File: src/rtl/instr_fetch_queue.sv
// Instruction fetch queue: issues ROM reads at the PC address, buffers the
// returned words with their fetch address in a small FIFO and hands them to
// decode over valid/ready. Back-pressures the PC with hold; a taken jump
// (flush) drops everything queued or in flight.
module instr_fetch_queue #(
  parameter int ADDR_W  = 8,
  parameter int INSTR_W = 16,
  parameter int DEPTH   = 4
) (
  input  logic               clk,
  input  logic               reset,
  input  logic [ADDR_W-1:0]  pc_addr,
  output logic               hold,
  output logic [ADDR_W-1:0]  mem_addr,
  output logic               mem_rd,
  input  logic [INSTR_W-1:0] mem_rdata,
  input  logic               flush,
  output logic [INSTR_W-1:0] instr_out,
  output logic [ADDR_W-1:0]  instr_pc,
  output logic               instr_valid,
  input  logic               instr_ready
);

  localparam int PTR_W = $clog2(DEPTH);
  localparam int CNT_W = PTR_W + 1;

  // Queue storage: instruction word and the address it came from.
  logic [INSTR_W-1:0] instr_mem_q [DEPTH];
  logic [ADDR_W-1:0]  pc_mem_q    [DEPTH];

  logic [PTR_W-1:0]  wr_ptr_q, wr_ptr_d;
  logic [PTR_W-1:0]  rd_ptr_q, rd_ptr_d;
  logic [CNT_W-1:0]  count_q, count_d;
  logic              inflight_q, inflight_d;
  logic [ADDR_W-1:0] inflight_pc_q, inflight_pc_d;
  // Set for the single cycle following reset so no fetch is issued then.
  logic              post_reset_q;

  logic [CNT_W:0]    credits_used;
  logic              push;
  logic              pop;

  // Each queued word and each outstanding read consumes one slot; stall the
  // PC once all slots are spoken for so a returning word always fits.
  assign credits_used = {1'b0, count_q} + {{CNT_W{1'b0}}, inflight_q};
  assign hold         = ~reset & (credits_used >= (CNT_W+1)'(DEPTH));

  assign mem_addr     = pc_addr;
  assign mem_rd       = ~hold & ~flush & ~reset & ~post_reset_q;

  assign instr_valid  = ~reset & (count_q != '0);
  assign instr_out    = instr_mem_q[rd_ptr_q];
  assign instr_pc     = pc_mem_q[rd_ptr_q];

  // A word returning while a jump is taken belongs to the old stream.
  assign push = inflight_q & ~flush;
  assign pop  = instr_valid & instr_ready & ~flush;

  // Next-state for pointers, occupancy and the in-flight tracker.
  always_comb begin
    wr_ptr_d      = wr_ptr_q;
    rd_ptr_d      = rd_ptr_q;
    count_d       = count_q;
    inflight_d    = mem_rd;
    inflight_pc_d = inflight_pc_q;
    if (mem_rd) begin
      inflight_pc_d = pc_addr;
    end
    if (flush) begin
      wr_ptr_d   = '0;
      rd_ptr_d   = '0;
      count_d    = '0;
      inflight_d = 1'b0;
    end else begin
      if (push) begin
        wr_ptr_d = wr_ptr_q + PTR_W'(1);
      end
      if (pop) begin
        rd_ptr_d = rd_ptr_q + PTR_W'(1);
      end
      case ({push, pop})
        2'b10:   count_d = count_q + CNT_W'(1);
        2'b01:   count_d = count_q - CNT_W'(1);
        default: count_d = count_q;
      endcase
    end
  end

  // Control state registers with synchronous reset.
  always_ff @(posedge clk) begin
    if (reset) begin
      wr_ptr_q      <= '0;
      rd_ptr_q      <= '0;
      count_q       <= '0;
      inflight_q    <= 1'b0;
      inflight_pc_q <= '0;
      post_reset_q  <= 1'b1;
    end else begin
      wr_ptr_q      <= wr_ptr_d;
      rd_ptr_q      <= rd_ptr_d;
      count_q       <= count_d;
      inflight_q    <= inflight_d;
      inflight_pc_q <= inflight_pc_d;
      post_reset_q  <= 1'b0;
    end
  end

  // Capture the returning ROM word into the tail slot.
  always_ff @(posedge clk) begin
    if (push && !reset) begin
      instr_mem_q[wr_ptr_q] <= mem_rdata;
      pc_mem_q[wr_ptr_q]    <= inflight_pc_q;
    end
  end

  // The credit scheme must never let a word arrive at a full queue.
  assert property (@(posedge clk) disable iff (reset)
    !(push && (count_q == CNT_W'(DEPTH))));

endmodule

File: config.mk
export PLATFORM = sky130hd
export DESIGN_NAME = instr_fetch_queue
export DESIGN_NICKNAME = d
export VERILOG_FILES = /design/src/rtl/instr_fetch_queue.sv
export SDC_FILE = /design/constraint.sdc
export NUM_CORES = 1
export LEC_CHECK = 0
export ABC_AREA = 1
export CORE_MARGIN = 2
export CORE_UTILIZATION = 45
export DETAILED_ROUTE_END_ITERATION = 10
export PLACE_DENSITY = 0.68
export SETUP_SLACK_MARGIN = 0.3
export SLEW_MARGIN = 25
export SYNTH_ARGS = -nofsm -noshare
export SYNTH_HDL_FRONTEND = slang
export SYNTH_SLANG_ARGS = --single-unit
File: constraint.sdc
create_clock -name clk -period 5.67 [get_ports clk]
set_clock_uncertainty 0.05 [all_clocks]
set_input_delay 1.134 -clock clk [delete_from_list [all_inputs] [get_ports clk]]
set_output_delay 1.134 -clock clk [all_outputs]
set_load 0.01 [all_outputs]
==> summary.txt, run 1 <==
Global route
  – Via count of the first global-routing pass: approximately 2800
  – Largest net degree at the start of global routing: 50
  – First-pass GRT wire length: around 13 mm
  – Initial antenna violation count: 0
  – GRT Resource Usage Total: ~16%
  – GRT overflow: 0

Pwr
  – Peak supply drop: between 0.2 and 0.25 mV
  – Pwr dens: 359 nW/um^2
  – Leakage power: ~2.1 nW

Clocking
  – Worst-path clk slew: approximately 0.050 ns
  – H-tree Lvls: 4
  – Clock sinks: approximately 120
  – Num CTS Buffers: 17
  – CTS Buffer Depth: 2
  – Postcts setup bufs: 0
  – Post-cts sizing count: 0
  – CTS tree: built
  – Clk_lat worst skew: slightly above 0.5 ns
  – Hold_buf cts: 0
  – Root buffer cell: clkbuf_8

Floorplan
  – Die width: about 100 um
  – Initial core utilization: a little under half
  – Die height: 104 um
  – DIE AREA: ~11000 sq um
  – I/O pin count: 63
  – Core ar.: around 10000 sq um
  – Num rows: 36

Critical path
  – R2r worst-path depth: 5
  – Worst r2r src: wr_ptr_q[1]$_SDFFE_PP0P_
  – Slowest CP cell: dfxtp_2
  – Crit path cell chain: inv_1, buf_4, o21ai_0, o22ai_1, clkdlybuf4s50_1
  – R2R Path End: instr_mem_q[0][2]$_DFFE_PP_
  – Worst EP required: 4.49 ns
  – Worst R2R Setup Slack: around 3.8 ns
  – Critical Path Sink Type: primary output
  – Startpoint types: flop
  – Critical path type: reg2out
  – Crit-path max FO: between 40 and 50
  – CP arrival: a little under 3 ns
  – Slowest cell delay on critical path: 0.87 ns

STA
  – Hold WS: between 0.4 and 0.5 ns
  – Final-report setup violation count: 0
  – Setup TNS Final: 0 ns
  – FMAX: about 0.24 GHz
  – Worst Tran Pin Value: between 0.8 and 0.9 ns
  – Final Hold Viols: 0
  – Max-slew violation count: 0
  – Final worst path period share: between 70% and 80%
  – Fin crit period: around 4.1 ns
  – Slew headroom: between 40% and 50%
  – RSZ-0062 raised after global routing: no

Place
  – Input/output buffers: 62
  – Gp weighted congestion: between 0.7 and 0.8
  – Cell count after placement: 546
  – Post-DP HPWL: roughly 4.7 mm
  – Area of placed instances: 5190 sq um

Layout
  – Filler cells: approximately 770
  – Layout cells sized above 1: 10.1%
  – Ant. Diodes: 0
  – Nets: between 400 and 500
  – Area Growth Syn to Fin: 29.8%
  – Design Area, Final: approximately 5800 sq um
  – Final std cells w/o fill: about 580
  – Fin util: between 50% and 60%

Synthesis
  – Post-synth EDFFs: 96
  – Area share of the largest cell type after synthesis: 64.3%
  – Syn avg cell area: approximately 12 sq um
  – Most common cell in the netlist: edfxtp_1
  – Post-Syn Area: ~4500 sq um
  – Area contributors post-synth: edfxtp_1, dfxtp_1, nor2_1
  – Synth cell count leaders: edfxtp_1, nor2_1, o21ai_0
  – Syn nets: 403
  – Warnings, synthesis: 0
  – Asr flop ratio synth: 0%
  – Syn Inst Count: ~370
  – #FFs+latches synth: ~120
  – Post-synth top area cell: edfxtp_1
  – Main flop type after synthesis: edfxtp_1
  – Distinct cell type count after synthesis: 20
  – Sequential-to-total area share from yosys stat: 72.7%

Run status
  – Status: finished clean

Route
  – Total number of vias: ~2800
  – DR pass1 iterations: 4
  – Via/cell ratio: slightly below 5
  – 1st-iter DRT viols: 139
  – Post-Route WL: a little over 8 mm
  – Wire per inst: between 10 and 15 um
  – Antenna Violating Nets Remaining: 0
  – Post-route DRC: 0

Worst hold path
  – Worst Hold Path Cells: 0
  – Worst Hold Endpoint: pc_mem_q[2][5]$_DFFE_PP_
  – Worst hold path class: reg2reg
  – Hold wc startpoint: inflight_pc_q[5]$_SDFFE_PP0P_

Flow run
  – Maxcap violations: 0
## area by class of cell
| class | count | area (sq um) | share of cell area, % |
|---|---|---|---|
| clock inverters | 14 | 211 | 3.63 |
| well taps | 133 | 166 | 2.86 |
| repair buffers | 67 | 658 | 11.3 |
| clock buffers | 18 | 418 | 7.18 |
| multi-input cells | 202 | 993 | 17.1 |
| flip-flops and latches | 115 | 3260 | 56.1 |
| inverters | 29 | 109 | 1.87 |
## per-stage QoR
stage	power (W)	worst slack [ns]
floorplan	0.000966	2.76
global placement	0.00100	1.60
detailed placement	0.00100	1.54
CTS	0.00210	1.46
global route	0.00215	1.26
finish	0.00209	1.54
## cell families (layout without fill, tap and decap cells)
kind of cell / count (synthesis) / in the layout / share of synthesized area (%)
xor gates and xnor gates: 1 / 1 / 0.195
buffers and inverters: 52 / 128 / 5.33
DFF: 115 / 115 / 72.7
and+or+nand+nor: 114 / 114 / 10.2
adders and majority gates: 6 / 6 / 1.84
AOI/OAI and AO/OA: 81 / 81 / 9.73
## state kept, by name (all words and copies together), names as in the netlist, named ones only
signal / flops
pc_mem_q: 32
post_reset_q: 1
inflight_pc_q: 8
instr_mem_q: 64
rd_ptr_q: 2
count_q: 3
wr_ptr_q: 2
inflight_q: 1
## worst max-delay path, delay by kind of cell, from the launching register on
family	cells	cell delay [ns]
compound gates	2	0.39
buf+inv	3	1.17
flops	1	0.87
## cells in the final DEF (no fill, tap or decap), types with 5 or more instances in the layout
cell type,synthesis,layout
edfxtp_1,96,96
nor2_1,76,72
clkdlybuf4s50_1,0,62
o21ai_0,51,51
nand2_1,31,31
inv_1,28,28
o22ai_1,24,24
dfxtp_1,19,18
clkbuf_16,0,16
a21oi_1,5,5
ha_1,5,5
clkinvlp_4,0,5
bufinv_16,0,5
buf_4,8,5
## report_power, final
group | internal, W | total [W] | switching, W | leakage (nW)
combinational | 0.0000317 | 0.0000573 | 0.0000256 | 0.781
clock | 0.000754 | 0.00111 | 0.000352 | 0.293
sequential | 0.000921 | 0.000927 | 0.00000522 | 1.05
## worst max path at each step
stage                                   to  depth (start not counted)  slack [ns]
3_3_place_gp                        mem_rd                          5        1.60
6_report                       instr_pc[7]                          5        1.54
5_1_grt                        instr_pc[7]                          5        1.26
2_1_floorplan  instr_mem_q[0][0]$_DFFE_PP_                          3        2.76
3_5_place_dp                        mem_rd                          5        1.54
4_1_cts                        instr_pc[7]                          5        1.46
## metal layers
| metal | global-route usage [%] | wire, um | vias up |
|---|---|---|---|
| li1 | - | - | 1408 |
| met1 | 18.2 | 3450 | 1318 |
| met2 | 27.7 | 4130 | 81 |
| met3 | 5.41 | 465 | 11 |
| met4 | 6.37 | 95 | 0 |
| met5 | 0 | 0 | - |
Note: power is estimated with default switching activity, not from simulation.
==> inputs of run 2 (changes only) <==
PLACE_DENSITY = 0.7   (was 0.68)
clock period = 3.5 ns   (was 5.67 ns; I/O delays follow)
==> run 2 against run 1 <==
Against the previous run: sequential power grew 62%; largest cell class unchanged; combinational power grew 66%; largest power group unchanged; non-clock buffer count grew 7; die area is the same; power grew 68%.
==> summary.txt, run 2 (same netlist as run 1, synthesis figures left out) <==
Run status
  – Status: finished clean (unchanged)

Route
  – Post-route DRC: 0 (unchanged)
  – Wire per inst: 14.8 um (was 14.1 um)
  – Antenna Violating Nets Remaining: 0 (unchanged)
  – DR pass1 iterations: 4 (unchanged)
  – Post-Route WL: 8.66 mm (was 8.14 mm)
  – 1st-iter DRT viols: 152 (was 139)
  – Total number of vias: 2854 (was 2818)
  – Via/cell ratio: 4.89 (was 4.88)

Pwr
  – Total power: 0.00351 W (was 0.00209 W)
  – Combinational fraction of design power: 2.7% (about the same)
  – Leakage power: 2.19 nW (was 2.13 nW)
  – Psw: 0.000605 W (was 0.000383 W)
  – Sw Share: 17.3% (was 18.3%)
  – Seq pwr share: 42.8% (was 44.3%)
  – Clk network pwr share: 54.5% (was 52.9%)
  – Peak supply drop: 0.294 mV (was 0.212 mV)
  – Pwr dens: 592 nW/um^2 (was 359 nW/um^2)
  – Internal power: 0.00290 W (was 0.00171 W)

Floorplan
  – Die width: 104 um (unchanged)
  – Core ar.: 9730 sq um (unchanged)
  – Num rows: 36 (unchanged)
  – Initial core utilization: 46.1% (unchanged)
  – Die height: 104 um (unchanged)
  – I/O pin count: 63 (unchanged)
  – DIE AREA: 10800 sq um (unchanged)

Clocking
  – Clk_lat worst skew: 0.50 ns (was 0.51 ns)
  – H-tree Lvls: 4 (unchanged)
  – Clock sinks: 115 (unchanged)
  – Root buffer cell: clkbuf_8 (unchanged)
  – Worst-path clk slew: 0.05 ns (about the same)
  – Hold_buf cts: 0 (unchanged)
  – CTS Buffer Depth: 2 (unchanged)
  – Num CTS Buffers: 17 (unchanged)
  – CTS tree: built (unchanged)

Critical path
  – R2r worst-path depth: 13 (was 5)
  – Crit-path max FO: 26 (was 49)
  – Worst EP required: 2.75 ns (was 4.49 ns)
  – CP arrival: 2.34 ns (was 2.95 ns)
  – Critical path type: reg2out (unchanged)
  – Critical Path Sink Type: primary output (unchanged)
  – Startpoint types: flop (unchanged)

STA
  – Worst Tran Pin Value: 0.449 ns (was 0.857 ns)
  – Slew headroom: 70.0% (was 42.8%)
  – Max-slew violation count: 0 (unchanged)
  – Final worst path period share: 88.4%
  – FMAX: between 0.3 and 0.4 GHz
  – Fin crit period: between 3 and 4 ns
  – Setup TNS Final: 0 ns (unchanged)
  – Final Hold Viols: 0 (unchanged)
  – RSZ-0062 raised after global routing: no (unchanged)
  – Final-report setup violation count: 0 (unchanged)

Layout
  – Biggest regs: instr_mem_q x64, pc_mem_q x32, inflight_pc_q x8 (unchanged)
  – Commonest non-fill, non-tap cell in the layout: edfxtp_1 (unchanged)
  – Commonest non-fill, non-tap cells in the layout: edfxtp_1, nor2_1, clkdlybuf4s50_1 (unchanged)
  – Nets: 473 (was 466)
  – Ant. Diodes: 0 (unchanged)
  – Layout cells sized above 1: 10.9% (was 10.1%)
  – Max reg flops: 64 (unchanged)
  – Biggest register: instr_mem_q (unchanged)
  – Area Growth Syn to Fin: 32.1% (was 29.8%)

Worst hold path
  – Worst Hold Path Cells: 0 (unchanged)
  – Worst hold path class: reg2reg (unchanged)

Global route
  – Via count of the first global-routing pass: 2895 (was 2777)
  – GRT Resource Usage Total: 16.8% (was 16.0%)
  – GRT overflow: 0 (unchanged)
  – Largest net degree at the start of global routing: 39 (was 50)
  – First-pass GRT wire length: 13.8 mm (was 13.2 mm)
  – Initial antenna violation count: 0 (unchanged)

Place
  – Post-DP HPWL: 5.02 mm (was 4.72 mm)
  – Input/output buffers: 62 (unchanged)
  – Gp weighted congestion: 0.777 (was 0.736)

Flow run
  – Maxcap violations: 0 (unchanged)
[run 2: changes by cell type in the layout (fill, tap and decap cells not counted), moves of 2 or more]
cell / previous run / this run
clkinv_2: 3 / 1
bufinv_16: 5 / 7
clkinvlp_4: 5 / 2
clkinv_1: 0 / 3
buf_4: 5 / 11
inv_1: 28 / 26
[run 2: layout make-up]
class                           instances  area, sq um
Clock inverter                         12          235
Multi-Input combinational cell        202          993
Timing Repair Buffer                   74          723
Tap cell                              133          166
Clock buffer                           19          422
Fill cell                             769         3810
Sequential cell                       115         3270
Inverter                               29          116
[run 2: final timing paths]
kind,start,endpoint,slack (ns)
min,inflight_pc_q[4]$_SDFFE_PP0P_,pc_mem_q[3][4]$_DFFE_PP_,0.46
max,flop,instr_pc[0],0.41
min reg2reg,inflight_pc_q[4]$_SDFFE_PP0P_,pc_mem_q[3][4]$_DFFE_PP_,0.46
max reg2reg,count_q[0]$_SDFFE_PP0P_,count_q[2]$_SDFFE_PP0P_,1.64
[run 2: power by group through the flow]
| stage | clock network [W] | registers, W | logic, W |
|---|---|---|---|
| after global routing | 0.00200 | 0.00150 | 0.000105 |
| after global placement | 0 | 0.00153 | 0.0000934 |
| after floorplan | 0 | 0.00153 | 0.0000390 |
| final | 0.00191 | 0.00150 | 0.0000949 |
| after CTS | 0.00194 | 0.00150 | 0.0000961 |
| after detailed placement | 0 | 0.00153 | 0.0000948 |
[run 2: what timing repair did]
action | 4_1_cts | 5_1_grt
endpoints found under the setup margin | 8 | 3
setup buffers | 0 | 2
gates resized for setup | 3 | 0
[run 2: routing by layer]
layer | part of all wire (%) | global-route usage (%) | vias up
met5 | 0 | 0 | -
met4 | 1.7 | 7.24 | 0
met3 | 5.4 | 5.54 | 13
met2 | 50 | 28.1 | 88
met1 | 43 | 19.8 | 1332
li1 | - | - | 1421
[run 2: worst max-delay path, stage by stage, from the launching register on]
cell and delay, ns:
dfxtp_4 0.50, buf_4 0.33, o21ai_0 0.13, o22ai_1 0.27
clkdlybuf4s50_1 0.60
[run 2: per-stage QoR]
| step | setup slack [ns] | area, sq um | utilization (%) | std cells | hold WS [ns] |
|---|---|---|---|---|---|
| after global placement | 0.550 | 5240 | 53.9 | 551 | 0.427 |
| after CTS | 0.377 | 5910 | 60.7 | 582 | 0.466 |
| final | 0.405 | 5920 | 60.9 | 584 | 0.462 |
| after global routing | 0.326 | 5920 | 60.9 | 584 | 0.480 |
| after detailed placement | 0.527 | 5240 | 53.9 | 551 | 0.451 |
| after floorplan | 1.03 | 4490 | - | 369 | 0.411 |
